<file path="src/rtl/hazard_forward_sb_if.sv">
// ID-stage hazard/forwarding bus: decode read ports, pipeline stage write-backs, long-latency unit events.
// Optional perf counter outputs appear when HAZARD_PERF_EN is defined.
interface hazard_forward_sb_if #(
  parameter int unsigned XLEN = 32,
  parameter int unsigned NRP  = 2
);
  logic [NRP*5-1:0]    id_rR;
  logic [NRP-1:0]      id_re;
  logic [NRP*XLEN-1:0] id_rD;
  logic [4:0]          id_wR;
  logic                id_we;

  logic [4:0]          ex_wR;
  logic [4:0]          mem_wR;
  logic [4:0]          wb_wR;
  logic                ex_we;
  logic                mem_we;
  logic                wb_we;
  logic                ex_rdy;
  logic                mem_rdy;
  logic [XLEN-1:0]     ex_wD;
  logic [XLEN-1:0]     mem_wD;
  logic [XLEN-1:0]     wb_wD;

  logic                lu_issue;
  logic [4:0]          lu_wR;
  logic                lu_done;
  logic [4:0]          lu_done_wR;
  logic [XLEN-1:0]     lu_done_wD;

  logic [NRP*XLEN-1:0] new_rD;
  logic                stall;
  logic [31:0]         busy_vec;
  logic                hazard_err;
`ifdef HAZARD_PERF_EN
  logic [31:0]         perf_stall_cnt;
  logic [31:0]         perf_fwd_cnt;
`endif

  modport master (
    output id_rR, id_re, id_rD, id_wR, id_we,
    output ex_wR, mem_wR, wb_wR, ex_we, mem_we, wb_we, ex_rdy, mem_rdy,
    output ex_wD, mem_wD, wb_wD,
    output lu_issue, lu_wR, lu_done, lu_done_wR, lu_done_wD,
    input  new_rD, stall, busy_vec, hazard_err
`ifdef HAZARD_PERF_EN
    , input perf_stall_cnt, perf_fwd_cnt
`endif
  );

  modport slave (
    input  id_rR, id_re, id_rD, id_wR, id_we,
    input  ex_wR, mem_wR, wb_wR, ex_we, mem_we, wb_we, ex_rdy, mem_rdy,
    input  ex_wD, mem_wD, wb_wD,
    input  lu_issue, lu_wR, lu_done, lu_done_wR, lu_done_wD,
    output new_rD, stall, busy_vec, hazard_err
`ifdef HAZARD_PERF_EN
    , output perf_stall_cnt, perf_fwd_cnt
`endif
  );
endinterface

</file>
<file path="src/rtl/hazard_forward_sb.sv">
// ID-stage forwarding unit with long-latency scoreboard, RAW/WAW stall and sticky stall watchdog.
// Define HAZARD_PERF_EN to add saturating stall/forward performance counters.
module hazard_forward_sb #(
  parameter int unsigned XLEN      = 32,
  parameter int unsigned NRP       = 2,
  parameter int unsigned STALL_MAX = 64
) (
  input logic                clk,
  input logic                rst,
  hazard_forward_sb_if.slave bus
);
  localparam int unsigned RW    = 5;
  localparam int unsigned CNT_W = $clog2(STALL_MAX + 1);
  localparam logic [CNT_W-1:0] CNT_MAX = CNT_W'(STALL_MAX);

  logic [31:0]               busy_q;
  logic [31:0]               busy_d;
  logic [CNT_W-1:0]          cnt_q;
  logic [CNT_W-1:0]          cnt_d;
  logic                      err_q;
  logic                      err_d;
  logic [NRP-1:0]            raw_c;
  logic [NRP-1:0][XLEN-1:0]  new_rd_c;
  logic                      waw_c;
  logic                      stall_c;
`ifdef HAZARD_PERF_EN
  logic [NRP-1:0]            fwd_c;
`endif

  // Per read port: stage match, priority forwarding mux and RAW stall source.
  for (genvar k = 0; k < NRP; k++) begin : g_port
    logic [RW-1:0] rr;
    logic          nz;
    logic          ex_m;
    logic          mem_m;
    logic          wb_m;
    logic          lu_m;

    assign rr    = bus.id_rR[k*RW +: RW];
    assign nz    = (rr != '0);
    assign ex_m  = bus.id_re[k] & bus.ex_we  & (rr == bus.ex_wR)  & nz;
    assign mem_m = bus.id_re[k] & bus.mem_we & (rr == bus.mem_wR) & nz;
    assign wb_m  = bus.id_re[k] & bus.wb_we  & (rr == bus.wb_wR)  & nz;
    assign lu_m  = bus.lu_done & (bus.lu_done_wR == rr) & nz;

    // A completing long-latency result satisfies the busy register this very cycle.
    assign raw_c[k] = (ex_m & ~bus.ex_rdy) | (mem_m & ~bus.mem_rdy)
                    | (bus.id_re[k] & busy_q[rr] & ~lu_m);

    assign new_rd_c[k] = ex_m  ? bus.ex_wD  :
                         mem_m ? bus.mem_wD :
                         wb_m  ? bus.wb_wD  :
                         lu_m  ? bus.lu_done_wD :
                                 bus.id_rD[k*XLEN +: XLEN];
`ifdef HAZARD_PERF_EN
    assign fwd_c[k] = ex_m | mem_m | wb_m | (bus.id_re[k] & lu_m);
`endif
  end

  assign waw_c = bus.id_we & (bus.id_wR != '0) & busy_q[bus.id_wR]
               & ~(bus.lu_done & (bus.lu_done_wR == bus.id_wR));

  assign stall_c      = (|raw_c) | waw_c;
  assign bus.stall    = stall_c;
  assign bus.new_rD   = new_rd_c;
  assign bus.busy_vec = busy_q;
  assign bus.hazard_err = err_q;

  // Scoreboard (set beats clear, x0 never busy) and saturating stall watchdog.
  always_comb begin
    busy_d = busy_q;
    cnt_d  = '0;
    err_d  = err_q;
    if (bus.lu_done) begin
      busy_d[bus.lu_done_wR] = 1'b0;
    end
    if (bus.lu_issue && (bus.lu_wR != '0)) begin
      busy_d[bus.lu_wR] = 1'b1;
    end
    busy_d[0] = 1'b0;
    if (stall_c) begin
      cnt_d = (cnt_q == CNT_MAX) ? cnt_q : cnt_q + CNT_W'(1);
    end
    if (cnt_d == CNT_MAX) begin
      err_d = 1'b1;
    end
  end

  always_ff @(posedge clk) begin
    if (rst) begin
      busy_q <= '0;
      cnt_q  <= '0;
      err_q  <= 1'b0;
    end else begin
      busy_q <= busy_d;
      cnt_q  <= cnt_d;
      err_q  <= err_d;
    end
  end

`ifdef HAZARD_PERF_EN
  logic [31:0] perf_stall_q;
  logic [31:0] perf_stall_d;
  logic [31:0] perf_fwd_q;
  logic [31:0] perf_fwd_d;

  // Saturating event counters; forwards only count on cycles that advance.
  always_comb begin
    perf_stall_d = perf_stall_q;
    perf_fwd_d   = perf_fwd_q;
    if (stall_c && (perf_stall_q != '1)) begin
      perf_stall_d = perf_stall_q + 32'd1;
    end
    if (!stall_c && (|fwd_c) && (perf_fwd_q != '1)) begin
      perf_fwd_d = perf_fwd_q + 32'd1;
    end
  end

  always_ff @(posedge clk) begin
    if (rst) begin
      perf_stall_q <= '0;
      perf_fwd_q   <= '0;
    end else begin
      perf_stall_q <= perf_stall_d;
      perf_fwd_q   <= perf_fwd_d;
    end
  end

  assign bus.perf_stall_cnt = perf_stall_q;
  assign bus.perf_fwd_cnt   = perf_fwd_q;
`endif
endmodule

</file>
<file path="src/flat_wrapper.sv">
// flat-port wrapper written by rule: the top's interface ports become plain ports
module hazard_forward_sb_flat 
#(
  parameter int unsigned XLEN      = 32,
  parameter int unsigned NRP       = 2,
  parameter int unsigned STALL_MAX = 64
)
  (clk, rst, bus_id_rR, bus_id_re, bus_id_rD, bus_id_wR, bus_id_we, bus_ex_wR, bus_mem_wR, bus_wb_wR, bus_ex_we, bus_mem_we, bus_wb_we, bus_ex_rdy, bus_mem_rdy, bus_ex_wD, bus_mem_wD, bus_wb_wD, bus_lu_issue, bus_lu_wR, bus_lu_done, bus_lu_done_wR, bus_lu_done_wD, bus_new_rD, bus_stall, bus_busy_vec, bus_hazard_err);
  hazard_forward_sb_if #(.XLEN(XLEN), .NRP(NRP)) bus_i ();
  input logic clk;
  input logic rst;
  input wire logic [$bits(bus_i.id_rR)-1:0] bus_id_rR;
  input wire logic [$bits(bus_i.id_re)-1:0] bus_id_re;
  input wire logic [$bits(bus_i.id_rD)-1:0] bus_id_rD;
  input wire logic [$bits(bus_i.id_wR)-1:0] bus_id_wR;
  input wire logic [$bits(bus_i.id_we)-1:0] bus_id_we;
  input wire logic [$bits(bus_i.ex_wR)-1:0] bus_ex_wR;
  input wire logic [$bits(bus_i.mem_wR)-1:0] bus_mem_wR;
  input wire logic [$bits(bus_i.wb_wR)-1:0] bus_wb_wR;
  input wire logic [$bits(bus_i.ex_we)-1:0] bus_ex_we;
  input wire logic [$bits(bus_i.mem_we)-1:0] bus_mem_we;
  input wire logic [$bits(bus_i.wb_we)-1:0] bus_wb_we;
  input wire logic [$bits(bus_i.ex_rdy)-1:0] bus_ex_rdy;
  input wire logic [$bits(bus_i.mem_rdy)-1:0] bus_mem_rdy;
  input wire logic [$bits(bus_i.ex_wD)-1:0] bus_ex_wD;
  input wire logic [$bits(bus_i.mem_wD)-1:0] bus_mem_wD;
  input wire logic [$bits(bus_i.wb_wD)-1:0] bus_wb_wD;
  input wire logic [$bits(bus_i.lu_issue)-1:0] bus_lu_issue;
  input wire logic [$bits(bus_i.lu_wR)-1:0] bus_lu_wR;
  input wire logic [$bits(bus_i.lu_done)-1:0] bus_lu_done;
  input wire logic [$bits(bus_i.lu_done_wR)-1:0] bus_lu_done_wR;
  input wire logic [$bits(bus_i.lu_done_wD)-1:0] bus_lu_done_wD;
  output wire logic [$bits(bus_i.new_rD)-1:0] bus_new_rD;
  output wire logic [$bits(bus_i.stall)-1:0] bus_stall;
  output wire logic [$bits(bus_i.busy_vec)-1:0] bus_busy_vec;
  output wire logic [$bits(bus_i.hazard_err)-1:0] bus_hazard_err;
  assign bus_i.id_rR = bus_id_rR;
  assign bus_i.id_re = bus_id_re;
  assign bus_i.id_rD = bus_id_rD;
  assign bus_i.id_wR = bus_id_wR;
  assign bus_i.id_we = bus_id_we;
  assign bus_i.ex_wR = bus_ex_wR;
  assign bus_i.mem_wR = bus_mem_wR;
  assign bus_i.wb_wR = bus_wb_wR;
  assign bus_i.ex_we = bus_ex_we;
  assign bus_i.mem_we = bus_mem_we;
  assign bus_i.wb_we = bus_wb_we;
  assign bus_i.ex_rdy = bus_ex_rdy;
  assign bus_i.mem_rdy = bus_mem_rdy;
  assign bus_i.ex_wD = bus_ex_wD;
  assign bus_i.mem_wD = bus_mem_wD;
  assign bus_i.wb_wD = bus_wb_wD;
  assign bus_i.lu_issue = bus_lu_issue;
  assign bus_i.lu_wR = bus_lu_wR;
  assign bus_i.lu_done = bus_lu_done;
  assign bus_i.lu_done_wR = bus_lu_done_wR;
  assign bus_i.lu_done_wD = bus_lu_done_wD;
  assign bus_new_rD = bus_i.new_rD;
  assign bus_stall = bus_i.stall;
  assign bus_busy_vec = bus_i.busy_vec;
  assign bus_hazard_err = bus_i.hazard_err;
  hazard_forward_sb #(.XLEN(XLEN), .NRP(NRP), .STALL_MAX(STALL_MAX)) u_core (.clk(clk), .rst(rst), .bus(bus_i));
endmodule
</file>
<file path="config.mk">
export PLATFORM = sky130hd
export DESIGN_NAME = hazard_forward_sb_flat
export DESIGN_NICKNAME = d
export VERILOG_FILES = /design/src/rtl/hazard_forward_sb_if.sv /design/src/rtl/hazard_forward_sb.sv /design/src/flat_wrapper.sv
export SDC_FILE = /design/constraint.sdc
export NUM_CORES = 1
export LEC_CHECK = 0
export ABC_AREA = 1
export CAP_MARGIN = 30
export CORE_AREA = 2 2 134 136
export CTS_BUF_LIST = sky130_fd_sc_hd__clkbuf_16
export DETAILED_ROUTE_END_ITERATION = 6
export DIE_AREA = 0 0 136 138
export PLACE_DENSITY = 0.83
export SYNTH_ARGS = -nofsm -noshare
export SYNTH_HDL_FRONTEND = slang
export SYNTH_SLANG_ARGS = --single-unit
</file>
<file path="constraint.sdc">
create_clock -name clk -period 2.8 [get_ports clk]
set_input_delay 0.56 -clock clk [delete_from_list [all_inputs] [get_ports clk]]
set_output_delay 0.56 -clock clk [all_outputs]
set_load 0.02 [all_outputs]
</file>
## Word-level counts from Yosys, hierarchy flattened

Cells that the tools add are included.

- Magnitude comparators: 7
- Multiplexer cells: 22
- Bitwise logic cells: 47
- Reduce and logical (&&, ||, !) cells: 8
- Eq/ne operators: 11
- Add/sub/neg operators: 1

Operator list:

| operator | count |
|---|---|
| $mux W32 | 10 |
| $eq A5 B5 Y1 | 9 |
| $and A1 B1 Y1 | 34 |
| $and A32 B32 Y32 | 1 |
| $not A32 Y32 | 1 |
| $or A32 B32 Y32 | 1 |
| $lt A5 B6 Y1 const B | 5 |
| $reduce_bool A5 Y1 | 4 |
| $bmux W1 S5 | 3 |
| $eq A7 B7 Y1 const B | 2 |
| $mux W7 | 2 |
| $demux W1 S5 | 2 |
| $ge A5 B1 Y1 const B | 2 |
| $add A7 B1 Y7 const B | 1 |
| $mux W1 | 5 |
| $not A1 Y1 | 5 |
| $or A1 B1 Y1 | 5 |
| $logic_and A1 B1 Y1 | 3 |
| $reduce_or A2 Y1 | 1 |

- Word-level logic and storage cells: 100
- Input bits: 244
- Flip-flop bits (word level): 40
- Output and inout bits: 98

## Depth between registers and ports, before layout

- Word-level depth: 10
- Mapped depth: 16
- Mapped depth without buffers: 15

## Least setup slack after synthesis

Ideal clock, no wire load.

- Kind: input -> output
- Start: input port bus_id_rR[7]
- End: output port bus_new_rD[33]
- Slack: 0.058 ns
- Arrival: 2.182 ns
- Buffers on the path: 2
- Data required time: 2.240 ns
- Stages on the path: 7
- Path through: buf_2 > xnor2_1 > o2111ai_2 > nor4_4 > buf_6 > o211ai_1 > a31oi_1

- Word-level cells in the longest chain between the ends: 7
- Elaborated cells between the ends (all ways): 17
- Classes of those cells: eq/ne: 4; mux: 4; bitwise: 8; reduce/logical: 1

Ends and longest elaborated chain:

| item | RTL line | source |
|---|---|---|
| start, declared | flat_wrapper.sv:12 | `input wire logic [$bits(bus_i.id_rR)-1:0] bus_id_rR;` |
| $eq A5 B5 Y1 | hazard_forward_sb.sv:44 | `assign lu_m = bus.lu_done & (bus.lu_done_wR == rr) & nz;` |
| $and A1 B1 Y1 (2 in series) | hazard_forward_sb.sv:44 |  |
| $mux W32 | hazard_forward_sb.sv:53 | `lu_m ? bus.lu_done_wD :` |
| $mux W32 | hazard_forward_sb.sv:52 | `wb_m ? bus.wb_wD :` |
| $mux W32 | hazard_forward_sb.sv:51 | `mem_m ? bus.mem_wD :` |
| $mux W32 (*) | hazard_forward_sb.sv:50 | `assign new_rd_c[k] = ex_m ? bus.ex_wD :` |
| end, declared | flat_wrapper.sv:33 | `output wire logic [$bits(bus_i.new_rD)-1:0] bus_new_rD;` |

Every way passes the cells marked *; elsewhere a longest branch is shown, timed or not.

## Worst setup path in the final report

- Start: input port bus_id_rR[5]
- End: output port bus_new_rD[52]

Same word-level chain as after synthesis.

==> metrics <==
highest clock frequency the design can meet 327 MHz; utilization after layout 73.1%; post-route ant nets 0; number of warning messages in the yosys log 0; critical path peak fanout 7; pin count of the biggest net entering global routing 36; Starting Density 36.8%; die area 0.0188 mm^2; worst relative slew slack 63.6%; Synth Area in Simple Gates 38.5%; area added between synthesis and finish 99.0%; final count of pins violating max slew 0; startpoint kind of the worst setup timing path input port; portion of synthesized cell area occupied by the leading cell type 16.6%; TritonCTS clock tree done; Sinks on Clock Net 39; final hold violations 0; Nets 1910; data required time of the critical path 2.24 ns; number of vias in the routed layout 11200; critical path type in2out; number of antenna violations at the first check in global routing 12; Skew-Pair Late Insertion Delay 0.28 ns; cell with the largest stage delay on the worst path a31oi_2; Post-Synthesis Cells 1188; first-pass GRT wire length 57.8 mm; Netlist Area Pre-Place 0.00644 mm^2; top-count cell post-synth nand2_1; VDD IR max 0.395 mV; Worst-Margin Slew 0.542 ns; Clock Tree Root clkbuf_16; wire length per cell 21.6 um; Longest Clk Path Bufs 2; Hold WC Path Type reg2reg; setup repair after global routing missed its margin true; result of the run finished, violations left; Worst path max stage delay 0.41 ns; Adder-Cell Fraction of Synth Area 0.388%; Crit path top cell by count buf_6; share of cells above drive strength 1 29.1%; number of H-tree levels 2; most numerous cell types in the synthesized netlist nand2_1 (285), a21oi_1 (140), nor2_1 (135); Synth cell types 41; Remaining Overflow, GRT 0; critical path data arrival time 2.50 ns; number of global-route vias before repair 10400; Die X 136 um; cell accounting for the most synthesized area nand2_1; number of cells in the design after placement 1820; IO Count 342; length of the first detailed-routing pass in iterations 7; sum of net half-perimeters after detailed placement 27.5 mm; nets in the synthesized netlist 1434; max cap viols 0; fraction of registers with async set or reset after synthesis 0%; final setup violating endpoints 35; violated checks design-rule violations, negative setup slack; parity-gate share of the synthesized area counting xor and xnor cells 2.17%; gpl congestion 1.00; number of port buffers 340; iteration-0 DRC count of the detailed router 1420; Total Power 0.00286 W; via/cell ratio 5.87; most used flip-flop cell after synthesis dfxtp_1; combinational family with the most area after synthesis simple AND/OR/NAND/NOR gates; synthesized area divided by synthesized cell count 5.43 um^2; Die Y 138 um; total CTS buffers 5; clock slew at reported path FFs 0.05 ns; top cells by area, synth nand2_1 (17%), dfxtp_1 (12%), a21oi_1 (11%), nor2_1 (7.9%), inv_1 (7.7%); standard cell core area 0.0175 mm^2; ordered list of cells on the worst path buf_6, buf_6, nor2_4, nand2_4, buf_6, nor2_4, nor4_4, buf_12, buf_8, buf_4, o211ai_2, a31oi_2, buf_4; DRT Wirelength 41.1 mm; number of storage elements in the synthesis netlist 39; Compound-Gate Fraction of Synth Area 31.6%; share of synthesized area occupied by flip-flops and latches 12.1%; standard-cell row count 49; final std cells w/o fill 1901; fraction of synthesized area in multiplexers 0%; leakage dissipation 5.58 nW; Power Density 223 mW/mm^2; smallest setup slack after layout -0.256 ns; post-route minimum period 3.06 ns; final cycle utilization of the critical path 109%; overall fraction of global-route tracks in use 39.2%; Final Skew 0.00502 ns; number of enable flip-flop cells after synthesis 0; post-route DRC violation count 3; sort of element at the end of the critical path primary output
==> worst paths after layout <==
path / from / endpoint / slack, ns / depth (start not counted)
max: bus_id_rR[5] / bus_new_rD[52] / -0.26 / 13
min: u_core.bus.hazard_err / u_core.bus.hazard_err / 0.46 / 2
max reg2reg: u_core.bus.busy_vec[24] / u_core.bus.hazard_err / 1.05 / 14
min reg2reg: u_core.bus.hazard_err / u_core.bus.hazard_err / 0.46 / 2
==> where the power goes <==
group | leakage (nW) | total (W) | internal [W] | switching, W
registers | 0.315 | 0.000573 | 0.000564 | 0.00000961
clock network | 0.0813 | 0.000643 | 0.000416 | 0.000228
logic | 5.18 | 0.00165 | 0.000814 | 0.000834
==> repair_timing <==
| item | 4_1_cts | 5_1_grt |
|---|---|---|
| pin swaps | 52 | 85 |
| setup endpoints to repair | 66 | 65 |
| setup buffers | 37 | 19 |
| gates resized for setup | 549 | 187 |
| hold buffers | 0 | 0 |
| gates cloned | 13 | 7 |
==> worst max-delay path, delay by kind of cell <==
| family | cells | cell delay [ns] |
|---|---|---|
| AOI/OAI and AO/OA | 2 | 0.49 |
| and+or+nand+nor | 4 | 0.52 |
| buffers and inverters | 7 | 0.92 |
==> cells by family after synthesis <==
kind of cell | Yosys count
and+or+nand+nor | 577
DFF | 39
adders and majority gates | 2
xor gates and xnor gates | 16
AOI/OAI and AO/OA | 329
buffers and inverters | 224
other | 1
==> cell usage in the layout (no fill, tap or decap), drive strengths merged, types with 11 or more instances in the layout <==
cell,instances
inv,142
dfxtp,39
buf,283
xor2,11
dlygate4sd2,12
nand4,36
nor3,14
a31oi,32
clkbuf,19
o211ai,70
a21oi,141
clkdlybuf4s50,236
nor2,140
nand3,94
nand2,287
o21ai,78
==> sequential cells by signal, summed over array words and instances (netlist names) <==
| name | flops |
|---|---|
| u_core.bus.hazard_err | 1 |
| u_core.cnt_q | 7 |
| u_core.bus.busy_vec | 31 |
==> metrics by stage <==
step                      area, um^2  TNS, ns  hold slack, ns  setup slack, ns
after CTS                      12000    -1.73           0.462           -0.142
final                          12800    -1.68           0.457           -0.256
after floorplan                 6440        0           0.504           0.0575
after global routing           12800    -6.23           0.490           -0.308
after detailed placement       11100   -64.32           0.452            -1.12
after global placement         11100   -63.03           0.442            -1.15
==> final cells by class <==
class | count | area (um^2)
timing repair buffer | 549 | 5680
multi-input combinational | 925 | 5310
fill | 1407 | 4710
sequential | 39 | 781
inverter | 144 | 588
tap | 229 | 287
clock buffer | 5 | 125
clock inverter | 3 | 38.8
antenna | 7 | 17.5
==> layer usage <==
metal | track usage (%) | part of all wire, %
met5 | 0 | 0.17
met4 | 21.5 | 6.8
met3 | 14.1 | 14
met2 | 61.9 | 44
met1 | 45.7 | 34
Power figures use the tool's default switching activity.
